===== src/rtl/unit_deploy_scheduler.sv =====
// -----------------------------------------------------------------------------
// unit_deploy_scheduler
//
// Sequences the player's unit pool. It generates the game tick, owns the gold
// balance, and arbitrates purchase requests into the lowest-numbered free unit
// slot. It also reports the frontmost live unit position to the battlefront.
//
// Ports
//   clk            system clock
//   reset          asynchronous, active-high
//   purchase_req   one-cycle purchase request (accepted only when idle)
//   purchase_type  requested unit type 1..3 (0 = invalid)
//   slot_type      per-slot unit type, slot i at [2i+1:2i], 0 = free
//   slot_pos       per-slot position, slot i at [9i+8:9i]
//   slot_purchase  one-hot purchase pulse to the granted slot
//   slot_sel       {SW1,SW2,SW3} one-hot type select shared by all slots
//   move_scen      move strobe, one cycle per game tick
//   damage_scen    damage strobe, the cycle after move_scen
//   purchase_ack   one-cycle pulse: purchase granted
//   purchase_nack  one-cycle pulse: purchase refused
//   gold           current gold balance
//   front_pos      minimum position over live slots, 9'h1FF when none
//   front_valid    at least one slot is live
// -----------------------------------------------------------------------------
module unit_deploy_scheduler #(
    parameter int NUM_SLOTS = 8,
    parameter int TICK_DIV  = 1000,
    parameter int GOLD_W    = 10,
    parameter int GOLD_INIT = 100,
    parameter int GOLD_MAX  = 1000,
    parameter int INCOME    = 5,
    parameter int COST1     = 20,
    parameter int COST2     = 40,
    parameter int COST3     = 80,
    parameter int COOLDOWN  = 4
) (
    input  logic                     clk,
    input  logic                     reset,
    input  logic                     purchase_req,
    input  logic [1:0]               purchase_type,
    input  logic [2*NUM_SLOTS-1:0]   slot_type,
    input  logic [9*NUM_SLOTS-1:0]   slot_pos,
    output logic [NUM_SLOTS-1:0]     slot_purchase,
    output logic [2:0]               slot_sel,
    output logic                     move_scen,
    output logic                     damage_scen,
    output logic                     purchase_ack,
    output logic                     purchase_nack,
    output logic [GOLD_W-1:0]        gold,
    output logic [8:0]               front_pos,
    output logic                     front_valid
);

    localparam int TICK_W = $clog2(TICK_DIV);
    localparam int CD_W   = $clog2(COOLDOWN);
    // Two spare bits so income can be added before saturation is applied.
    localparam int SUM_W  = GOLD_W + 2;

    typedef enum logic [1:0] {
        IDLE  = 2'd0,
        CHECK = 2'd1,
        GRANT = 2'd2,
        COOL  = 2'd3
    } state_t;

    state_t                 state_reg, state_next;
    logic [1:0]             type_reg, type_next;
    logic [CD_W-1:0]        cd_reg, cd_next;
    logic [TICK_W-1:0]      tick_cnt_reg;
    logic                   move_scen_reg, damage_scen_reg;
    logic [GOLD_W-1:0]      gold_reg, gold_next;
    logic                   ack_reg, ack_next;
    logic                   nack_reg, nack_next;
    logic [NUM_SLOTS-1:0]   slot_purchase_reg, slot_purchase_next;
    logic [2:0]             slot_sel_reg, slot_sel_next;
    logic [8:0]             front_pos_reg, front_pos_next;
    logic                   front_valid_reg, front_valid_next;

    logic                   tick_wrap;
    logic                   deduct;
    logic [GOLD_W-1:0]      cost;
    logic [SUM_W-1:0]       gold_sum;

    // ------------------------------------------------------------------
    // Per-slot decode
    // ------------------------------------------------------------------
    logic [NUM_SLOTS-1:0]   slot_free;
    logic [8:0]             pos_a [NUM_SLOTS];

    generate
        for (genvar gi = 0; gi < NUM_SLOTS; gi++) begin : g_slot
            assign slot_free[gi] = (slot_type[2*gi +: 2] == 2'b00);
            assign pos_a[gi]     = slot_pos[9*gi +: 9];
        end
    endgenerate

    // Lowest-index free slot as a one-hot vector.
    logic [NUM_SLOTS-1:0]   free_onehot;
    logic                   free_found;

    always_comb begin
        free_onehot = '0;
        free_found  = 1'b0;
        for (int i = 0; i < NUM_SLOTS; i++) begin
            if (slot_free[i] && !free_found) begin
                free_onehot[i] = 1'b1;
            end
            free_found = free_found | slot_free[i];
        end
    end

    // Frontmost (minimum) position over live slots; ties give the same value.
    always_comb begin
        front_pos_next   = 9'h1FF;
        front_valid_next = 1'b0;
        for (int i = 0; i < NUM_SLOTS; i++) begin
            if (!slot_free[i]) begin
                front_valid_next = 1'b1;
                if (pos_a[i] < front_pos_next) begin
                    front_pos_next = pos_a[i];
                end
            end
        end
    end

    // ------------------------------------------------------------------
    // Tick and gold
    // ------------------------------------------------------------------
    assign tick_wrap = (tick_cnt_reg == TICK_W'(TICK_DIV - 1));

    always_comb begin
        case (type_reg)
            2'd1:    cost = GOLD_W'(COST1);
            2'd2:    cost = GOLD_W'(COST2);
            2'd3:    cost = GOLD_W'(COST3);
            default: cost = '0;
        endcase
    end

    // Deduction happens on leaving GRANT using the gold held in GRANT; CHECK
    // already proved gold >= cost and gold can only have grown since, so the
    // difference never goes negative. Income on the same edge is folded in
    // before saturating.
    always_comb begin
        gold_sum = {2'b00, gold_reg}
                 + (tick_wrap ? SUM_W'(INCOME) : '0)
                 - (deduct ? {2'b00, cost} : '0);
        if (gold_sum > SUM_W'(GOLD_MAX)) begin
            gold_next = GOLD_W'(GOLD_MAX);
        end else begin
            gold_next = gold_sum[GOLD_W-1:0];
        end
    end

    // ------------------------------------------------------------------
    // Purchase FSM (next state and registered-output next values)
    // ------------------------------------------------------------------
    always_comb begin
        state_next         = state_reg;
        type_next          = type_reg;
        cd_next            = cd_reg;
        ack_next           = 1'b0;
        nack_next          = 1'b0;
        slot_purchase_next = '0;
        slot_sel_next      = 3'b000;
        deduct             = 1'b0;

        case (state_reg)
            IDLE: begin
                if (purchase_req) begin
                    type_next  = purchase_type;
                    state_next = CHECK;
                end
            end
            CHECK: begin
                if ((type_reg == 2'd0) || !free_found || (gold_reg < cost)) begin
                    nack_next  = 1'b1;
                    state_next = IDLE;
                end else begin
                    // Grant pulses are registered here so they are visible
                    // for exactly the cycle spent in GRANT.
                    ack_next           = 1'b1;
                    slot_purchase_next = free_onehot;
                    case (type_reg)
                        2'd1:    slot_sel_next = 3'b100;
                        2'd2:    slot_sel_next = 3'b010;
                        default: slot_sel_next = 3'b001;
                    endcase
                    state_next = GRANT;
                end
            end
            GRANT: begin
                deduct     = 1'b1;
                cd_next    = CD_W'(COOLDOWN - 1);
                state_next = COOL;
            end
            COOL: begin
                // Holds long enough for the granted slot to report a nonzero
                // type before another free-slot search can run.
                if (cd_reg == '0) begin
                    state_next = IDLE;
                end else begin
                    cd_next = cd_reg - 1'b1;
                end
            end
            default: begin
                state_next = IDLE;
            end
        endcase
    end

    // ------------------------------------------------------------------
    // Registers
    // ------------------------------------------------------------------
    always_ff @(posedge clk or posedge reset) begin
        if (reset) begin
            state_reg         <= IDLE;
            type_reg          <= 2'd0;
            cd_reg            <= '0;
            tick_cnt_reg      <= '0;
            move_scen_reg     <= 1'b0;
            damage_scen_reg   <= 1'b0;
            gold_reg          <= GOLD_W'(GOLD_INIT);
            ack_reg           <= 1'b0;
            nack_reg          <= 1'b0;
            slot_purchase_reg <= '0;
            slot_sel_reg      <= 3'b000;
            front_pos_reg     <= 9'h1FF;
            front_valid_reg   <= 1'b0;
        end else begin
            state_reg         <= state_next;
            type_reg          <= type_next;
            cd_reg            <= cd_next;
            tick_cnt_reg      <= tick_wrap ? '0 : tick_cnt_reg + 1'b1;
            move_scen_reg     <= tick_wrap;
            damage_scen_reg   <= move_scen_reg;
            gold_reg          <= gold_next;
            ack_reg           <= ack_next;
            nack_reg          <= nack_next;
            slot_purchase_reg <= slot_purchase_next;
            slot_sel_reg      <= slot_sel_next;
            front_pos_reg     <= front_pos_next;
            front_valid_reg   <= front_valid_next;
        end
    end

    assign slot_purchase = slot_purchase_reg;
    assign slot_sel      = slot_sel_reg;
    assign move_scen     = move_scen_reg;
    assign damage_scen   = damage_scen_reg;
    assign purchase_ack  = ack_reg;
    assign purchase_nack = nack_reg;
    assign gold          = gold_reg;
    assign front_pos     = front_pos_reg;
    assign front_valid   = front_valid_reg;

endmodule


===== config.mk =====
export PLATFORM = sky130hd
export DESIGN_NAME = unit_deploy_scheduler
export DESIGN_NICKNAME = d
export VERILOG_FILES = /design/src/rtl/unit_deploy_scheduler.sv
export SDC_FILE = /design/constraint.sdc
export NUM_CORES = 1
export LEC_CHECK = 0
export ABC_CLOCK_PERIOD_IN_PS = 9900
export CORE_UTILIZATION = 40
export CTS_CLUSTER_DIAMETER = 30
export DETAILED_ROUTE_END_ITERATION = 8
export GPL_TIMING_DRIVEN = 0
export HOLD_SLACK_MARGIN = 0.15
export PLACE_DENSITY = 0.76
export SYNTH_ARGS = -nofsm -noshare
export SYNTH_HDL_FRONTEND = slang
export SYNTH_SLANG_ARGS = --single-unit

===== constraint.sdc =====
create_clock -name clk -period 9.9 [get_ports clk]
set_input_delay 1.98 -clock clk [delete_from_list [all_inputs] [get_ports clk]]
set_output_delay 1.98 -clock clk [all_outputs]
set_load 0.02 [all_outputs]

Word level (Yosys, flattened, before mapping)

Index checks and enable logic that the tools add are counted.

Flip-flop bits (word level): 51
Output and inout bits: 35
Word-level logic and storage cells: 129

$add $sub $neg: 4
$lt $le $gt $ge: 10
Equality and inequality tests: 10
Mux-type cells: 53
Bitwise gates (word level): 7
Reductions and logical operators: 32

Operators by type and width:

| cell                                                                    | number |
|---|---|
| 9-bit two-way mux                                                       | 16 |
| 9-bit less-than comparator                                              | 7 |
| 10-bit two-way mux                                                      | 3 |
| 2-bit logical NOT                                                       | 11 |
| 1-bit two-way mux                                                       | 21 |
| 7-bit case mux with 3 select lines                                      | 1 |
| 8-bit two-way mux                                                       | 2 |
| 12-bit by 10-bit > comparator with 1-bit output (second input constant) | 1 |
| 11-bit by 10-bit subtractor with 12-bit output                          | 1 |
| 10-bit by 3-bit adder with 11-bit output                                | 1 |
| 10-bit by 1-bit adder with 10-bit output (second input constant)        | 1 |
| 10-bit equality test (second input constant)                            | 1 |
| 10-bit less-than comparator                                             | 1 |
| 9-bit less-than comparator (second input constant)                      | 1 |
| 3-bit two-way mux                                                       | 3 |
| 2-bit equality test (second input constant)                             | 4 |
| 1-bit logical NOT                                                       | 8 |
| 2-bit two-way mux                                                       | 4 |
| 2-bit case mux with 4 select lines                                      | 1 |
| 1-bit logical AND                                                       | 7 |
| 1-bit OR                                                                | 7 |
| 2-bit != test (second input constant)                                   | 3 |
| 3-bit case mux with 2 select lines                                      | 1 |
| 2-bit AND reduction                                                     | 3 |
| other kinds (5)                                                         | 7 |

Logic depth before layout (Yosys ltp)

Depth in word-level cells: 24
Depth in mapped cells: 82
Gate-level depth less buffers: 75

Worst setup path after synthesis

OpenSTA, ideal clock, no wires.

Path type: input-to-reg
Start point: in slot_type[1]
End point: reg front_pos_reg[1] (netlist: front_pos[1])
Setup time: 94 ps
Data arrival time: 15338 ps
Slack: -5532 ps
Stages on the path: 75
Path through: nor2_1 -> clkbuf_1 -> nor2_1 -> ha_1 -> a211oi_2 -> o311ai_2 -> a211o_4 -> clkbuf_1 -> o21ai_0 -> ha_1 -> and4_1 -> a2111oi_2 -> nand3_2 -> a21oi_1 -> clkbuf_1 -> nand2_1 -> o21ai_0 -> inv_1 -> [39 not listed] -> nor2_1 -> a22o_1 -> nor3_1 -> or2_1 -> ha_1 -> a21o_1 -> a21oi_1 -> nor2b_1 -> o21ai_0 -> nand2b_1 -> a21oi_1 -> nor2b_1 -> o21ai_0 -> nand2_1 -> o22ai_1 -> a311o_1 -> o31ai_2 -> a31oi_1

Cells in the longest elaborated chain, start to end: 23

Ends and longest elaborated chain:

| what                       | line | source |
|---|---|---|
| start, declared            | 41   | `input logic [2*NUM_SLOTS-1:0] slot_type,` |
| 2-bit logical NOT (*)      | 92   | `assign slot_free[gi] = (slot_type[2*gi +: 2] == 2'b00);` |
| 9-bit two-way mux (*)      | 117  | `if (!slot_free[i]) begin` |
| 9-bit less-than comparator | 119  | `if (pos_a[i] < front_pos_next) begin` |
| 9-bit two-way mux          | 119  |  |
| 9-bit two-way mux (*)      | 117  |  |
| 9-bit less-than comparator | 119  |  |
| 9-bit two-way mux          | 119  |  |
| 9-bit two-way mux (*)      | 117  |  |
| [8 not listed]             | -    |  |
| 9-bit two-way mux (*)      | 117  |  |
| 9-bit less-than comparator | 119  |  |
| 9-bit two-way mux          | 119  |  |
| 9-bit two-way mux (*)      | 117  |  |
| 9-bit less-than comparator | 119  |  |
| 9-bit two-way mux          | 119  |  |
| 9-bit two-way mux (*)      | 117  |  |
| via front_pos_next[1]      | 76   | `logic [8:0] front_pos_reg, front_pos_next;` |
| end signal, assigned       | 242  | `front_pos_reg <= front_pos_next;` |
| end, declared              | 76   |  |

Mark *: on every way through the listed nets, which the timed path passes. The rest lies on a longest branch.
A chain may end at the register's enable or synchronous reset.

Worst setup path in the final report

Start point: in slot_type[0]
End point: reg front_pos_reg[2] (netlist: front_pos[2])

The elaborated chain is that of the path after synthesis.

==> impl_metrics.env <==
export IMPL_crit_fanout=8
export IMPL_cts_sinks=51
export IMPL_drt_total_wl_um=18800
export IMPL_yosys_area_top_type="dfrtp_1"
export IMPL_slew_headroom=0.342
export IMPL_violations="negative setup slack"
export IMPL_clkLatencyLatePin_ps=300
export IMPL_grt_overflow=0
export IMPL_maxSlewViolCount=0
export IMPL_antenna_cells=0
export IMPL_final_setup_worst_slack_ps=-4870
export IMPL_synth_cells=646
export IMPL_ctsHoldBuffers=0
export IMPL_drtIter0Drc=330
export IMPL_yosysMostFrequentCell="ha_1"
export IMPL_yosysSeqAreaShare=0.240
export IMPL_cpMostUsedCell="ha_4"
export IMPL_start_kind="input port"
export IMPL_clk_pin_slew_ps=70
export IMPL_finalSetupTns_ps=-42760
export IMPL_fmax_mhz=67.7
export IMPL_critPathCaptureType="flip-flop"
export IMPL_synth_xor_area_frac=0.0244
export IMPL_core_um2=12900
export IMPL_clock_skew_ps=5.58
export IMPL_gr_usage_met3=0.0271
export IMPL_die_h_um=118
export IMPL_drive_gt1_frac=0.335
export IMPL_syn_area_um2=5380
export IMPL_vias=6012
export IMPL_maxCapViolCount=0
export IMPL_worstReg2RegStart="tick_cnt_reg[0]$_DFF_PP0_"
export IMPL_holdWs_ps=378
export IMPL_max_clock_path_buffers=2
export IMPL_synth_top_area_share=0.182
export IMPL_syn_area_per_cell_um2=8.32
export IMPL_rrSetupSlack_ps=5010
export IMPL_status="finished with violations"
export IMPL_reg2reg_depth=21
export IMPL_areaGrowthSynthToFinish_pct=64.9
export IMPL_synthTopCellsByCount="76 x ha_1, 62 x inv_1, 58 x nor2_1"
export IMPL_synthTopCellsByArea="dfrtp_1 18%, ha_1 18%, dfstp_2 5.9%, inv_1 4.3%, nor2_1 4.1%"
export IMPL_antenna_found_initial=0
export IMPL_cp_arrival_ps=14980
export IMPL_worstReg2RegEnd="gold[4]$_DFF_PP0_"
export IMPL_gr_usage_met2=0.446
export IMPL_synth_compound_area_share=0.270
export IMPL_yosys_warnings=0
export IMPL_period_share=1.49
export IMPL_cts_root_buf="clkbuf_16"
export IMPL_finalWorstPathRequiredPeriod_ps=14770
export IMPL_syn_nets=816
export IMPL_grtUsageTotal=0.241
export IMPL_hpwl_um=12500
export IMPL_ys_ff_latch=51
export IMPL_cts_tree="done"
export IMPL_layout_nets=1055
export IMPL_grt_pass1_wl_um=27600
export IMPL_leakagePower_nw=3.78
export IMPL_worstPathRequired_ps=10110
export IMPL_async_reset_ff_frac=1.00
export IMPL_cp_slowest_stage_delay_ps=420
export IMPL_synthAdderAreaFrac=0.182
export IMPL_die_area_um2=13900
export IMPL_setup_viol=9
export IMPL_drcViolationCount=0
export IMPL_cts_buffers=5
export IMPL_grt_pass1_vias=5914
export IMPL_ys_flop_type="dfrtp_1"
export IMPL_critPathLaunch="slot_type[0]"
export IMPL_p_total_mw=2.54
export IMPL_postRouteAntennaNets=0
export IMPL_die_x_um=118
export IMPL_use_met1=0.281
export IMPL_io_pins=128
export IMPL_port_buffers=126
export IMPL_p_per_area_nw_per_um2=286
export IMPL_finalHoldViolCount=0
export IMPL_htreeDepth=2
export IMPL_layoutNonFillerInstCount=1058
export IMPL_yosys_area_share_simple=0.211
export IMPL_crit_path_end="front_pos[2]$_DFF_PP1_"
export IMPL_synthMuxAreaShare=0.0163
export IMPL_synth_cell_types=86
export IMPL_placementRows=41
export IMPL_pre_cts_slack_ps=-6110
export IMPL_start_util=0.417
export IMPL_synth_edff_count=0
export IMPL_grt_max_degree=33
export IMPL_dr_pass1_iters=5
export IMPL_grt_busiest_layer="met2"
export IMPL_hp_class="flip-flop to flip-flop"
export IMPL_place_inst=945
export IMPL_synth_top_family_by_area="compound AO/OA/AOI/OAI gates"
export IMPL_viasPerCell=5.68
export IMPL_avgRoutedWirePerCell_um=17.8
export IMPL_rsz0062_at_grt="yes"
export IMPL_crit_slowest_cell="a2111oi_4"
export IMPL_routabilityCongestion=0.980
export IMPL_path_class="input port to flip-flop"
export IMPL_max_slew_worst_pin_slew_ps=985
export IMPL_vdd_drop_max_mv=0.132
==> through the flow <==
stage	util	area, µm²
after floorplan	-	5670
after global placement	0.555	7150
after detailed placement	0.557	7170
after CTS	0.641	8250
after global routing	0.688	8860
final	0.688	8860
==> layer usage <==
metal,up-vias,share of wire
li1,2849,-
met2,236,0.51
met3,57,0.048
met4,0,0.032
met1,2870,0.41
met5,-,0
==> repair_timing <==
action                                 CTS  global route
buffers inserted                        81            23
setup endpoints to repair                9             9
gates resized for setup                 83            86
pin swaps                               71            76
endpoints found under the hold margin    0             0
gates cloned                             2             0
==> cell families (layout without fill, tap and decap cells) <==
kind of cell	after synthesis	in the layout
AO/OA/AOI/OAI	192	192
XOR/XNOR	15	15
adder cells (fa/ha/maj)	78	78
buffers and inverters	77	317
flip-flops	51	51
multiplexers	8	8
AND/OR/NAND/NOR	225	225
==> placed cells by master (no fill, tap or decap), types with 10 or more instances in the layout <==
cell,synthesis,routed
inv_2,1,12
clkdlybuf4s50_1,0,114
nor2_4,0,11
nand3_1,17,16
nor2_1,58,44
o21ai_0,41,22
nand2_1,49,37
nor2b_1,11,11
a21o_1,11,10
and2_1,15,12
nor3_1,20,18
o21ai_1,8,15
inv_1,62,50
ha_4,0,21
buf_4,1,100
dfrtp_1,39,39
ha_1,76,53
xnor2_1,12,12
a21oi_1,38,23
dfstp_2,12,12
==> power by group <==
part / switching [mW] / leakage (nW) / internal, mW
Sequential: 0.0330 / 0.618 / 0.286
Clock: 0.0781 / 0.0731 / 0.101
Combinational: 1.06 / 3.09 / 0.977
==> worst min path at each step <==
stage,start,end,slack [ps],depth (start not counted)
CTS,move_scen$_DFF_PP0_,damage_scen$_DFF_PP0_,380,0
global placement,move_scen$_DFF_PP0_,damage_scen$_DFF_PP0_,360,0
global route,move_scen$_DFF_PP0_,damage_scen$_DFF_PP0_,390,0
detailed placement,move_scen$_DFF_PP0_,damage_scen$_DFF_PP0_,370,0
floorplan,cd_reg[0]$_DFFE_PP0P_,cd_reg[0]$_DFFE_PP0P_,450,1
finish,move_scen$_DFF_PP0_,damage_scen$_DFF_PP0_,380,0
==> critical path: cells and delay by family <==
family	cells	cell delay, ps
mux	1	350
compound gates	34	5510
simple gates	24	3670
buf+inv	13	1670
fa+ha+maj	7	1750
==> area by class of cell <==
cell class | count | area (µm²)
Inverter | 63 | 239
Sequential cell | 51 | 1290
Fill cell | 957 | 4010
Multi-Input combinational cell | 518 | 4720
Clock buffer | 6 | 139
Buffer | 13 | 136
Clock inverter | 2 | 16.3
Timing Repair Buffer | 233 | 2110
Tap cell | 172 | 215
No activity file was read; power rests on OpenSTA's default activity.
